==> src/rtl/poly_operand_feeder.sv <==
// Serialises one A/B/C/X operand set onto data_out with press/release go strobes, then captures result_in.
// Latency 4*(1+GO_HIGH_CYCLES+GO_LOW_CYCLES)+RESULT_WAIT+1 cycles; start is accepted only while ready, abort cancels.
module poly_operand_feeder #(
   parameter int DATA_W         = 8,
   parameter int GO_HIGH_CYCLES = 2,
   parameter int GO_LOW_CYCLES  = 2,
   parameter int RESULT_WAIT    = 4
) (
   input  logic              clk,
   input  logic              resetn,
   input  logic              start,
   input  logic [DATA_W-1:0] a_in,
   input  logic [DATA_W-1:0] b_in,
   input  logic [DATA_W-1:0] c_in,
   input  logic [DATA_W-1:0] x_in,
   input  logic              abort,
   input  logic [DATA_W-1:0] result_in,
   output logic [DATA_W-1:0] data_out,
   output logic              go,
   output logic              ready,
   output logic              busy,
   output logic [DATA_W-1:0] result,
   output logic              done
);

   localparam int MAX_HL = (GO_HIGH_CYCLES > GO_LOW_CYCLES) ? GO_HIGH_CYCLES : GO_LOW_CYCLES;
   localparam int MAX_P  = (MAX_HL > RESULT_WAIT) ? MAX_HL : RESULT_WAIT;
   localparam int CW     = $clog2(MAX_P) + 1;

   typedef enum logic [2:0] {
      S_IDLE, S_SETUP, S_HI, S_LO, S_WAIT, S_CAPTURE
   } state_t;

   state_t            state;
   logic [CW-1:0]     cnt;
   logic [1:0]        idx;
   logic [DATA_W-1:0] ops [4];

   assign ready = (state == S_IDLE);
   assign busy  = (state != S_IDLE);

   always_ff @(posedge clk or negedge resetn) begin
      if (!resetn) begin
         state    <= S_IDLE;
         cnt      <= '0;
         idx      <= '0;
         go       <= 1'b0;
         data_out <= '0;
         result   <= '0;
         done     <= 1'b0;
         for (int i = 0; i < 4; i++) ops[i] <= '0;
      end else begin
         done <= 1'b0;
         if (state != S_IDLE && abort) begin
            state    <= S_IDLE;
            go       <= 1'b0;
            data_out <= '0;
         end else begin
            case (state)
               S_IDLE: begin
                  if (start && !abort) begin
                     ops[0]   <= a_in;
                     ops[1]   <= b_in;
                     ops[2]   <= c_in;
                     ops[3]   <= x_in;
                     idx      <= '0;
                     data_out <= a_in;
                     cnt      <= '0;
                     state    <= S_SETUP;
                  end
               end
               S_SETUP: begin
                  go    <= 1'b1;
                  cnt   <= CW'(GO_HIGH_CYCLES - 1);
                  state <= S_HI;
               end
               S_HI: begin
                  if (cnt == '0) begin
                     go    <= 1'b0;
                     cnt   <= CW'(GO_LOW_CYCLES - 1);
                     state <= S_LO;
                  end else begin
                     cnt <= cnt - 1'b1;
                  end
               end
               S_LO: begin
                  if (cnt != '0) begin
                     cnt <= cnt - 1'b1;
                  end else if (idx == 2'd3) begin
                     cnt   <= CW'(RESULT_WAIT - 1);
                     state <= S_WAIT;
                  end else begin
                     // data_out only moves here, so it is stable across every go edge
                     idx      <= idx + 2'd1;
                     data_out <= ops[idx + 2'd1];
                     cnt      <= '0;
                     state    <= S_SETUP;
                  end
               end
               S_WAIT: begin
                  if (cnt == '0) begin
                     result <= result_in;
                     done   <= 1'b1;
                     cnt    <= '0;
                     state  <= S_CAPTURE;
                  end else begin
                     cnt <= cnt - 1'b1;
                  end
               end
               S_CAPTURE: begin
                  state <= S_IDLE;
               end
               default: state <= S_IDLE;
            endcase
         end
      end
   end

endmodule

==> config.mk <==
export PLATFORM = sky130hd
export DESIGN_NAME = poly_operand_feeder
export DESIGN_NICKNAME = d
export VERILOG_FILES = /design/src/rtl/poly_operand_feeder.sv
export SDC_FILE = /design/constraint.sdc
export NUM_CORES = 1
export LEC_CHECK = 0
export ABC_CLOCK_PERIOD_IN_PS = 2100
export CAP_MARGIN = 10
export CORE_AREA = 4 4 61 105
export CTS_CLUSTER_SIZE = 24
export DETAILED_ROUTE_END_ITERATION = 8
export DIE_AREA = 0 0 65 109
export PLACE_DENSITY = 0.78
export SYNTH_ARGS = -nofsm -noshare
export SYNTH_HDL_FRONTEND = slang
export SYNTH_SLANG_ARGS = --single-unit
export TNS_END_PERCENT = 30
==> constraint.sdc <==
create_clock -name clk -period 2.1 [get_ports clk]
set_clock_uncertainty 0.1 [all_clocks]
set_input_delay 0.42 -clock clk [delete_from_list [all_inputs] [get_ports clk]]
set_output_delay 0.42 -clock clk [all_outputs]
set_load 0.05 [all_outputs]
==> out/results.md <==
| Group | Parameter | Reported |
| --- | --- | --- |
| clocking | CTS HTree Levels | 3 |
| setup path | CP max stage cell | sky130_fd_sc_hd__clkdlybuf4s50_1 |
| setup path | Element type at the critical path end | output port |
| timing | Setup TNS Final | 0 ns |
| pwr | Power density over the cells | 1120 nW/um^2 |
| die | Height of the die | 109 um |
| synthesis | Synthesized net count | 257 |
| timing | Remaining max-slew budget at the tightest pin | 65.2% |
| synthesis | Share of synthesized registers carrying an async set or reset | 100% |
| setup path | Startpoint-to-endpoint class of the critical path | reg2out |
| die | Floorplan core area | 5540 um^2 |
| place | Cell total after placement | 344 |
| drt | DRC violation total after the first TritonRoute iteration | 100 |
| setup path | Crit path max fanout | 4 |
| final layout | ANT cells | 0 |
| clocking | Number of buffers created by CTS | 9 |
| setup path | Delay of the slowest cell on the worst path | 0.81 ns |
| setup path | CP required | 1.58 ns |
| timing | Count of final max-slew check failures | 0 |
| setup path | Launching element of the worst setup path | go |
| global routing | Antenna violations before repair | 0 |
| final layout | Layout area overhead | 37.6% |
| synthesis | Flop and latch count out of synthesis | 58 |
| final layout | Fraction of layout cells with a size suffix above 1 | 27.1% |
| synthesis | Ranking of synthesized cells by area | sky130_fd_sc_hd__dfrtp_1 53%, sky130_fd_sc_hd__mux2_2 17%, sky130_fd_sc_hd__mux2i_1 5.9%, sky130_fd_sc_hd__o2bb2ai_1 2.9%, sky130_fd_sc_hd__a21oi_1 2.0% |
| synthesis | Top post-synthesis cells by count | 58 x sky130_fd_sc_hd__dfrtp_1, 41 x sky130_fd_sc_hd__mux2_2, 16 x sky130_fd_sc_hd__mux2i_1 |
| global routing | First-pass GRT wire length | 9840 um |
| clocking | Clock sink total | 58 |
| timing | Max Freq | 487 MHz |
| setup path | Cell Chain, Critical Path | clkdlybuf4s50_1 |
| clocking | Clock tree root buffer cell | sky130_fd_sc_hd__clkbuf_8 |
| timing | Unrepaired setup endpoints after global routing | false |
| clocking | TritonCTS clock tree | built |
| synthesis | Netlist area before placement | 2730 um^2 |
| die | Initial core utilization | 49.2% |
| run status | Status | finished clean |
| die | Placement Rows | 36 |
| timing | Share of the cycle needed by the critical path after routing | 97.7% |
| synthesis | Avg Cell Area, Syn | 13.0 um^2 |
| timing | Transition time of the tightest slew-check pin | 0.521 ns |
| global routing | Remaining Overflow, GRT | 0 |
| clocking | Skew-Pair Late Insertion Delay | 0.34 ns |
| synthesis | Post-synth top area cell | sky130_fd_sc_hd__dfrtp_1 |
| synthesis | Top FF cell, synth | sky130_fd_sc_hd__dfrtp_1 |
| timing | Clock period minus final worst setup slack | 2.05 ns |
| synthesis | Fraction of post-synthesis cell area in the top cell type by area | 53.3% |
| setup path | Startpoint of the most critical register-to-register path | idx[0] |
| synthesis | Most used standard cell by instance count after synthesis | sky130_fd_sc_hd__dfrtp_1 |
| setup path | Worst path bufs/invs | 1 |
| place | Placer Congestion | 0.898 |
| drt | Routed Wire Length | 6030 um |
| setup path | Kind of cell adding the most delay to the critical path | buffers and inverters |
| final layout | Number of nets at the end of the flow | 327 |
| global routing | Vias in the first global route | 2014 |
| clocking | Clock transition at path regs | 0.07 ns |
| synthesis | Distinct cell type count after synthesis | 41 |
| final layout | Post-route non-filler standard cell count | 360 |
| global routing | Largest net degree at the start of global routing | 33 |
| die | Die X | 65 um |
| setup path | CP startpoint kind | register |
| pwr | Total leakage power | 1.62 nW |
| final layout | Filler cell count in the final layout | 415 |
| place | Number of port buffers | 63 |
| synthesis | Cell count after synthesis | 210 |
| synthesis | Share of the yosys chip area belonging to registers | 53.3% |
| setup path | Worst endpoint data arrival time | 1.53 ns |
| global routing | GRT Total Usage | 18.6% |
| clocking | Number of post-CTS setup repair buffers | 0 |
| clocking | Clock Tree Buf Depth | 2 |
| timing | Number of endpoints with negative hold slack in the final report | 0 |
| drt | Total via count in the routed design | 1967 |
| drt | Final ANT Viol Nets | 0 |
| pwr | Worst-case vdd ir drop | 0.000869 V |
| drt | Routed via count divided by cell count | 5.46 |
| synthesis | Number of warning messages in the yosys log | 0 |
| die | Floorplan die area | 7090 um^2 |
| run | Max-cap violations | 0 |
| drt | Wire per inst | 16.7 um |
| hold path | Min-delay src | data_out[0] |
| die | Number of top-level pins | 64 |
| drt | Detailed-router iteration count before antenna repair | 4 |
| hold path | Tightest Hold Check Type | reg2reg |
| timing | Number of setup violations in the final report | 0 |
| synthesis | Number of enable-type register cells in the synthesized netlist | 0 |
| place | DPL Wire Length | 4120 um |
| drt | Count of unresolved DRC violations after routing | 0 |
[registers in the layout, summed over array words and instances, names as in the netlist]
name	count
cnt	3
ops	32
done	1
go	1
idx	2
result	8
data_out	8
state	3
[cell type report]
cell class                 instances  area (um^2)  area share [%]
clock buffer                      10          138            3.67
clock inverter                     5          150            4.00
inverter                           6         22.5           0.601
multi-input combinational        134         1180            31.5
sequential                        58         1450            38.8
tap                               76         95.1            2.54
timing repair buffer              71          711            19.0
[metrics by stage]
step | instance area [um^2] | power [W] | hold slack (ns) | worst slack (ns) | util (%)
final | 3750 | 0.00419 | 0.395 | 0.0480 | 67.7
after floorplan | 2730 | 0.00230 | 0.0244 | 0.156 | -
after detailed placement | 3440 | 0.00271 | 0.310 | 0.0278 | 62.1
after global routing | 3750 | 0.00438 | 0.418 | 0.00117 | 67.7
after global placement | 3440 | 0.00267 | 0.306 | 0.0617 | 62.1
after CTS | 3740 | 0.00423 | 0.399 | 0.0000203 | 67.5
[power by group]
| part | switching [W] | total, W | leakage [nW] | internal, W |
|---|---|---|---|---|
| Sequential | 0.000172 | 0.00156 | 0.722 | 0.00139 |
| Clock | 0.000449 | 0.00150 | 0.143 | 0.00105 |
| Combinational | 0.000588 | 0.00113 | 0.752 | 0.000541 |
[cell families after synthesis]
group                      synth area share [%]
adders and majority gates                  1.38
buffers and inverters                      3.63
DFF                                        53.3
AOI/OAI and AO/OA                          11.6
muxes                                      23.3
and+or+nand+nor                            6.84
[cell usage in the layout, fill, tap and decap left out, types with 5 or more instances in the layout]
cell type,n
sky130_fd_sc_hd__a21oi_1,11
sky130_fd_sc_hd__o2bb2ai_1,9
sky130_fd_sc_hd__o22ai_1,8
sky130_fd_sc_hd__bufinv_16,5
sky130_fd_sc_hd__clkdlybuf4s50_1,57
sky130_fd_sc_hd__mux2i_1,16
sky130_fd_sc_hd__mux2_2,41
sky130_fd_sc_hd__buf_4,8
sky130_fd_sc_hd__nand2_1,5
sky130_fd_sc_hd__inv_1,6
sky130_fd_sc_hd__clkbuf_8,10
sky130_fd_sc_hd__dfrtp_1,56
sky130_fd_sc_hd__o21ai_0,8
[routing by layer]
layer	up-vias	track usage [%]	wire (um)	share of wire (%)
met5	-	0	0	0
met4	0	9.23	141	2.3
met3	13	5.05	282	4.7
met2	55	32.0	3290	55
met1	979	20.9	2310	38
li1	920	-	-	-
[worst paths after layout]
kind	depth (start not counted)	slack, ns	endpoint
worst max-delay path	1	0.05	go
worst min-delay path	1	0.40	data_out[0]
worst max register to register	5	0.24	data_out[3]
worst min register to register	1	0.40	data_out[0]
max in group asynchronous	3	0.68	state[2]
min in group asynchronous	2	0.49	done
[repair_timing]
item / 4_1_cts / 5_1_grt
endpoints found under the hold margin: 20 / 0
resized for setup: 0 / 5
hold buffers: 1 / 0
setup endpoints to repair: 0 / 6
(Power assumes the default switching activity.)
